[src/rtl/rv32i_fetch_stage.sv]
// RV32I instruction-fetch stage with IF/ID pipeline register and EBREAK halt.
// Optional FETCH_PERF_CNT_EN adds fetched/bubble performance counters.
module rv32i_fetch_stage #(
  parameter int unsigned        d_width   = 32,
  parameter logic [d_width-1:0] RESET_PC  = 32'h0000_0000,
  parameter logic [d_width-1:0] NOP_INSTR = 32'h0000_0013
) (
  input  logic               clk,
  input  logic               rst_n,
  input  logic               stall,
  input  logic               flush,
  input  logic               redirect_en,
  input  logic [d_width-1:0] redirect_pc,
  output logic [d_width-1:0] imem_addr,
  input  logic [d_width-1:0] imem_rdata,
  output logic [d_width-1:0] if_id_pc,
  output logic [d_width-1:0] if_id_pc4,
  output logic [d_width-1:0] if_id_instr,
  output logic               if_id_valid,
`ifdef FETCH_PERF_CNT_EN
  output logic [31:0]        perf_fetched,
  output logic [31:0]        perf_bubbles,
`endif
  output logic               halted
);

  localparam logic [d_width-1:0] Ebreak = 32'h0010_0073;
  localparam logic [d_width-1:0] PcStep = 4;

  typedef enum logic [1:0] {StBoot, StRun, StHalt} state_e;
  typedef enum logic [1:0] {ActHold, ActBubble, ActLoad} act_e;

  state_e             state_q, state_d;
  act_e               act;
  logic [d_width-1:0] pc_q, pc_d;
  logic [d_width-1:0] if_id_pc_q, if_id_pc4_q, if_id_instr_q;
  logic               if_id_valid_q;
  logic [d_width-1:0] redirect_aligned;
  logic               is_ebreak;

  assign redirect_aligned = {redirect_pc[d_width-1:2], 2'b00};
  assign is_ebreak        = (imem_rdata == Ebreak);

  always_ff @(posedge clk or negedge rst_n) begin
    if (!rst_n) begin
      state_q <= StBoot;
    end else begin
      state_q <= state_d;
    end
  end

  always_comb begin
    state_d = state_q;
    case (state_q)
      StBoot: state_d = StRun;
      StRun: begin
        if (!redirect_en && !flush && !stall && is_ebreak) begin
          state_d = StHalt;
        end
      end
      StHalt: begin
        if (redirect_en) begin
          state_d = StRun;
        end
      end
      default: state_d = StBoot;
    endcase
  end

  // Priority redirect > flush > stall > normal; BOOT always emits one bubble.
  always_comb begin
    act    = ActHold;
    pc_d   = pc_q;
    halted = (state_q == StHalt);
    case (state_q)
      StBoot: begin
        act = ActBubble;
        if (redirect_en) begin
          pc_d = redirect_aligned;
        end
      end
      StRun, StHalt: begin
        if (redirect_en) begin
          act  = ActBubble;
          pc_d = redirect_aligned;
        end else if (flush) begin
          act = ActBubble;
        end else if (stall) begin
          act = ActHold;
        end else if (state_q == StRun) begin
          act  = ActLoad;
          pc_d = is_ebreak ? pc_q : pc_q + PcStep;
        end else begin
          act = ActBubble;
        end
      end
      default: act = ActBubble;
    endcase
  end

  always_ff @(posedge clk or negedge rst_n) begin
    if (!rst_n) begin
      pc_q          <= RESET_PC;
      if_id_pc_q    <= '0;
      if_id_pc4_q   <= '0;
      if_id_instr_q <= NOP_INSTR;
      if_id_valid_q <= 1'b0;
    end else begin
      pc_q <= pc_d;
      case (act)
        ActLoad: begin
          if_id_pc_q    <= pc_q;
          if_id_pc4_q   <= pc_q + PcStep;
          if_id_instr_q <= imem_rdata;
          if_id_valid_q <= 1'b1;
        end
        ActBubble: begin
          if_id_pc_q    <= '0;
          if_id_pc4_q   <= '0;
          if_id_instr_q <= NOP_INSTR;
          if_id_valid_q <= 1'b0;
        end
        default: ;
      endcase
    end
  end

`ifdef FETCH_PERF_CNT_EN
  logic [31:0] perf_fetched_q, perf_bubbles_q;

  always_ff @(posedge clk or negedge rst_n) begin
    if (!rst_n) begin
      perf_fetched_q <= '0;
      perf_bubbles_q <= '0;
    end else begin
      if (act == ActLoad) begin
        perf_fetched_q <= perf_fetched_q + 32'd1;
      end
      if (act == ActBubble) begin
        perf_bubbles_q <= perf_bubbles_q + 32'd1;
      end
    end
  end

  assign perf_fetched = perf_fetched_q;
  assign perf_bubbles = perf_bubbles_q;
`endif

  assign imem_addr   = pc_q;
  assign if_id_pc    = if_id_pc_q;
  assign if_id_pc4   = if_id_pc4_q;
  assign if_id_instr = if_id_instr_q;
  assign if_id_valid = if_id_valid_q;

endmodule

[config.mk]
export PLATFORM = sky130hd
export DESIGN_NAME = rv32i_fetch_stage
export DESIGN_NICKNAME = d
export VERILOG_FILES = /design/src/rtl/rv32i_fetch_stage.sv
export SDC_FILE = /design/constraint.sdc
export NUM_CORES = 1
export LEC_CHECK = 0
export BUFFER_PORTS_ARGS = -buffer_cell sky130_fd_sc_hd__buf_4
export CORE_ASPECT_RATIO = 2
export CORE_MARGIN = 3
export CORE_UTILIZATION = 52
export DETAILED_ROUTE_END_ITERATION = 7
export GPL_TIMING_DRIVEN = 1
export PLACE_DENSITY = 0.81
export REMOVE_ABC_BUFFERS = 1
export SLEW_MARGIN = 20
export SYNTH_ARGS = -nofsm -noshare
export SYNTH_HDL_FRONTEND = slang
export SYNTH_SLANG_ARGS = --single-unit
[constraint.sdc]
create_clock -name clk -period 3.2 [get_ports clk]
set_clock_uncertainty 0.15 [all_clocks]
set_input_delay 0.32 -clock clk [delete_from_list [all_inputs] [get_ports clk]]
set_output_delay 0.32 -clock clk [all_outputs]
set_load 0.01 [all_outputs]
Word-level counts from Yosys, hierarchy flattened. Cells that the tools add are included.

Register bits after elaboration: 131.

Equal/unequal tests: 12. Add/sub/neg operators: 1. Reduce and logical (&&, ||, !) cells: 12. Muxes and demuxes: 19.

Operators by type and width (count): one-hot mux 32 bit (2 select lines) (4); 2-to-1 mux 32 bit (6); adder 32 x 3 -> 32 bit, second input constant (1); equality test 32 x 21 -> 1 bit, second input constant (1); 2-to-1 mux 2 bit (7); != test 3 bit, second input constant (4); != test 2 bit, second input constant (3); one-hot mux 2 bit (3 select lines) (1); AND reduction 6 bit (1); equality test 2 x 1 -> 1 bit, second input constant (2); equality test 2 bit, second input constant (2); nonzero test 2 bit (2); logical AND 1 bit (3); zero test 1 bit (3); zero test 2 bit (1); one-hot mux 1 bit (2 select lines) (1); AND reduction 2 bit (1); OR reduction 2 bit (1).

Depth between registers and ports, before layout.
Depth in word-level cells: 8. Depth in mapped cells: 12.

Least setup slack after synthesis. OpenSTA, ideal clock, no wires.

Path type: register to register. Start: reg state_q[0]. End: reg if_id_pc4_q[22] (netlist: if_id_pc4[22]). Buffers on the path: 5. Path slack: 0.290 ns. Arrival: 2.626 ns. Cell stages (with the launch flop): 13. Clock period less this slack: 2.910 ns. Cells stage by stage: dfrtp_1 > inv_1 > ha_1 > nor2b_1 > buf_2 > clkbuf_1 > nand3_1 > ha_1 > clkbuf_1 > or2_1 > clkbuf_1 > clkbuf_1 > o21ai_0.

Cells in the longest elaborated chain, start to end: 8.

RTL lines: start, declared (line 33) `state_e state_q, state_d;`; start signal, assigned (line 46) `state_q <= StBoot;`; start signal, assigned (line 48) `state_q <= state_d;`; equality test 2 x 1 -> 1 bit (line 75, 90); 2-to-1 mux 2 bit (line 90) `end else if (state_q == StRun) begin`; 2-to-1 mux 2 bit (line 88) `end else if (stall) begin`; 2-to-1 mux 2 bit (line 86) `end else if (flush) begin`; 2-to-1 mux 2 bit (line 83) `if (redirect_en) begin`; 2-to-1 mux 2 bit (*) (line 75) `case (state_q)`; equality test 2 x 1 -> 1 bit or equality test 2 bit (tied branches) (line 110) `case (act)`; one-hot mux 32 bit (2 select lines) or nonzero test 2 bit (tied branches); end signal, assigned (line 113) `if_id_pc4_q <= pc_q + PcStep;`; end, declared (line 36) `logic [d_width-1:0] if_id_pc_q, if_id_pc4_q, if_id_instr_q;`.

Mark *: on every way between the ends. The rest lies on a longest branch, timed or not. A chain may end at the register's enable or synchronous reset.

Worst setup path after layout.
Start: reg state_q[1]. End: reg if_id_pc4_q[10] (netlist: if_id_pc4[10]).

The elaborated chain is that of the path after synthesis.

==> metrics.csv <==
stage,metric,value,unit
placed_design,post-detail-place hpwl,13700,um
critical_path,"Max FO, Critical Path",68,
grt,vias in the first global route,6127,
power,sw frac,30.0,%
logic_synthesis,Synth Instances,716,
grt,pin count of the biggest net entering global routing,93,
flow_run,Max-cap violations,0,
floorplanning,Chip Width,85.8,um
timing,normalized max-slew margin,38.1,%
critical_path,"Arr. time, crit path",2.86,ns
timing,number of failing hold endpoints at the final stage,0,
floorplanning,row cnt,57,
logic_synthesis,Yosys cell types,74,
detailed_routing,Final ANT Viol Nets,0,
power,Pleak,0.00396,uW
critical_path,WS Path Type,reg -> reg,
logic_synthesis,synth warn,0,
detailed_routing,routed vias,6050,
timing,fmax,372,MHz
clock_network,clk slew on worst S/H paths,0.06,ns
detailed_routing,post-DR vias/cell,5.82,
detailed_routing,Residual DRC,0,
grt,initial antenna violation count,0,
floorplanning,Ports,199,
floorplanning,Die Ht,166,um
final_layout,synth-to-layout area growth,31.6,%
timing,Least-Margin Pin Slew,0.929,ns
grt,first-pass GRT wire length,31000,um
clock_network,H-tree depth,4,
logic_synthesis,"Top FF cell, synth",dfrtp_1,
power,Flop pwr share,40.1,%
clock_network,# clock sinks,126,
final_layout,Filler cells,952,
power,clock network fraction of total power,36.9,%
logic_synthesis,Synth Cell Area,6630,sq um
critical_path,startpoint types,register,
floorplanning,Die Area,14200,sq um
power,P per Cell Area,594,nW/um^2
worst_hold_path,Hold Path Class,in -> reg,
run_status,status,"complete, no violations",
detailed_routing,Starting DRT DRC Count,357,
final_layout,final core utilization,70.7,%
logic_synthesis,Synth Register Bits,126,
timing,RSZ-0062 raised after global routing,no,
logic_synthesis,Syn Area/Cell,9.26,sq um
detailed_routing,Wirelength per Cell,18.7,um
grt,Overall Global Routing Usage,27.3,%
logic_synthesis,Post-synth EDFFs,0,
placed_design,I/O Buffers,194,
timing,Tmin final,2.69,ns
placed_design,GPL Wtd Cong,0.889,
grt,Overflow after GRT,0,
clock_network,CTS tree,built,
detailed_routing,first drt pass iteration count,5,
critical_path,CP required,3.37,ns
power,Max IR drop VDD,0.496,mV
clock_network,post-CTS setup buffer count,0,
logic_synthesis,"Seq/Total Area, Yosys",47.6,%
timing,Setup Viol. Count Final,0,
timing,Slew Limit Fails,0,
final_layout,diode count,0,
critical_path,CP endpoint kind,register,
clock_network,clock tree buffer depth,2,
final_layout,"most common cell after layout, fill and taps aside",buf_4,
timing,Tcrit/Tclk final,83.9,%
final_layout,most frequent cells in the layout,"buf_4 (202), nand2_1 (123), dfrtp_1 (123), o21ai_0 (97), nand2b_1 (48)",
final_layout,fraction of layout cells with a size suffix above 1,30.2,%
power,P_int,3630,uW
floorplanning,initial core utilization,53.7,%
power,Power Total,5190,uW
final_layout,Layout Nets,953,
logic_synthesis,Synth async-reset ratio,100,%
clock_network,Num CTS Buffers,17,
detailed_routing,Routed WL,19400,um
power,NetSw,1550,uW
clock_network,later-pin clock latency in the skew report,0.41,ns
power,Comb pwr share,22.9,%
floorplanning,core area,12300,sq um
clock_network,CTS Root Cell,clkbuf_16,
flip-flops by register name, summed over array words and instances (netlist names):
signal	cells
if_id_valid	1
if_id_pc4	30
state_q	2
if_id_instr	32
imem_addr	30
if_id_pc	31
per-stage QoR:
step | hold WS [ns] | setup WS [ns] | TNS, ns | instance area, sq um | std cells
floorplan | -0.126 | -3.05 | -268.73 | 6320 | 653
global placement | 0.236 | 0.653 | 0 | 8120 | 1006
CTS | 0.0195 | 0.531 | 0 | 8720 | 1039
global route | 0.0434 | 0.329 | 0 | 8720 | 1039
detailed placement | 0.258 | 0.510 | 0 | 8120 | 1006
finish | 0.0285 | 0.514 | 0 | 8720 | 1039
cells in the mapped netlist, drive strengths merged (4+ instances only):
master | count | share of area (%)
nand4 | 14 | 1.7
dfrtp | 123 | 46
a2bb2oi | 14 | 1.8
nand2 | 126 | 7.2
o211ai | 4 | 0.45
clkbuf | 36 | 2.1
a21oi | 18 | 1.4
nor4 | 8 | 1.1
nor2 | 24 | 1.5
o31ai | 16 | 2.0
ha | 5 | 0.94
and2 | 7 | 0.66
and3 | 9 | 0.92
a221o | 6 | 0.91
inv | 9 | 0.51
xor2 | 9 | 1.2
a31oi | 9 | 0.85
o21ai | 101 | 7.7
a221oi | 5 | 0.75
buf | 28 | 2.6
o22ai | 7 | 0.66
and4 | 11 | 1.5
o22a | 7 | 0.92
nand3 | 11 | 0.98
nand2b | 48 | 4.5
or2b | 6 | 0.68
xnor2 | 19 | 2.5
power by group through the flow:
| stage | registers, uW | clock network [uW] | logic [uW] |
|---|---|---|---|
| floorplan | 2160 | 0 | 464 |
| global placement | 2090 | 0 | 1160 |
| detailed placement | 2100 | 0 | 1190 |
| CTS | 2080 | 1940 | 1200 |
| global route | 2120 | 2000 | 1290 |
| finish | 2080 | 1920 | 1190 |
final timing paths:
kind                              endpoint  depth (start not counted)  slack, ns            from
min reg2reg                   if_id_pc4[3]                          2       0.33    if_id_pc4[3]
max                          if_id_pc4[10]                          8       0.51      state_q[1]
max reg2reg                  if_id_pc4[10]                          8       0.51      state_q[1]
min in group asynchronous     if_id_pc[12]                          2       0.35           rst_n
min                        if_id_instr[19]                          3       0.03  imem_rdata[19]
max in group asynchronous    imem_addr[14]                          3       1.76           rst_n
what timing repair did:
action,in CTS,in global routing
hold buffers,1,0
gates resized for setup,0,0
endpoints found under the hold margin,74,0
layer usage:
metal | part of all wire (%) | track usage (%) | vias to the layer above
met4 | 3.5 | 12.9 | 0
met3 | 5.5 | 4.87 | 43
met2 | 54 | 48.7 | 248
li1 | - | - | 2840
met1 | 37 | 30.7 | 2919
met5 | 0 | 0 | -
worst max-delay path, stage by stage, from the launching register on:
cell and delay [ns]:
dfrtp_1 0.39, inv_1 0.08, ha_1 0.37, nand2b_1 0.10, or3_1 0.40, ha_4 0.38
or2_1 0.32, buf_4 0.20, o21ai_0 0.19
cell type report:
type | count | area [sq um] | area share (%)
Sequential cell | 126 | 3160 | 36.2
Multi-Input combinational cell | 517 | 3150 | 36.1
Timing Repair Buffer | 207 | 1600 | 18.3
Clock buffer | 22 | 484 | 5.55
Tap cell | 147 | 184 | 2.11
Clock inverter | 10 | 113 | 1.29
Inverter | 10 | 37.5 | 0.430
cells by family after synthesis:
group	after synthesis	share of synthesized area (%)
flops	126	47.6
compound gates	206	20.0
fa+ha+maj	5	0.944
mux	1	0.170
buf+inv	74	5.23
simple gates	275	22.3
other cells	1	0.0566
xor+xnor	28	3.70
(Power assumes the default switching activity.)
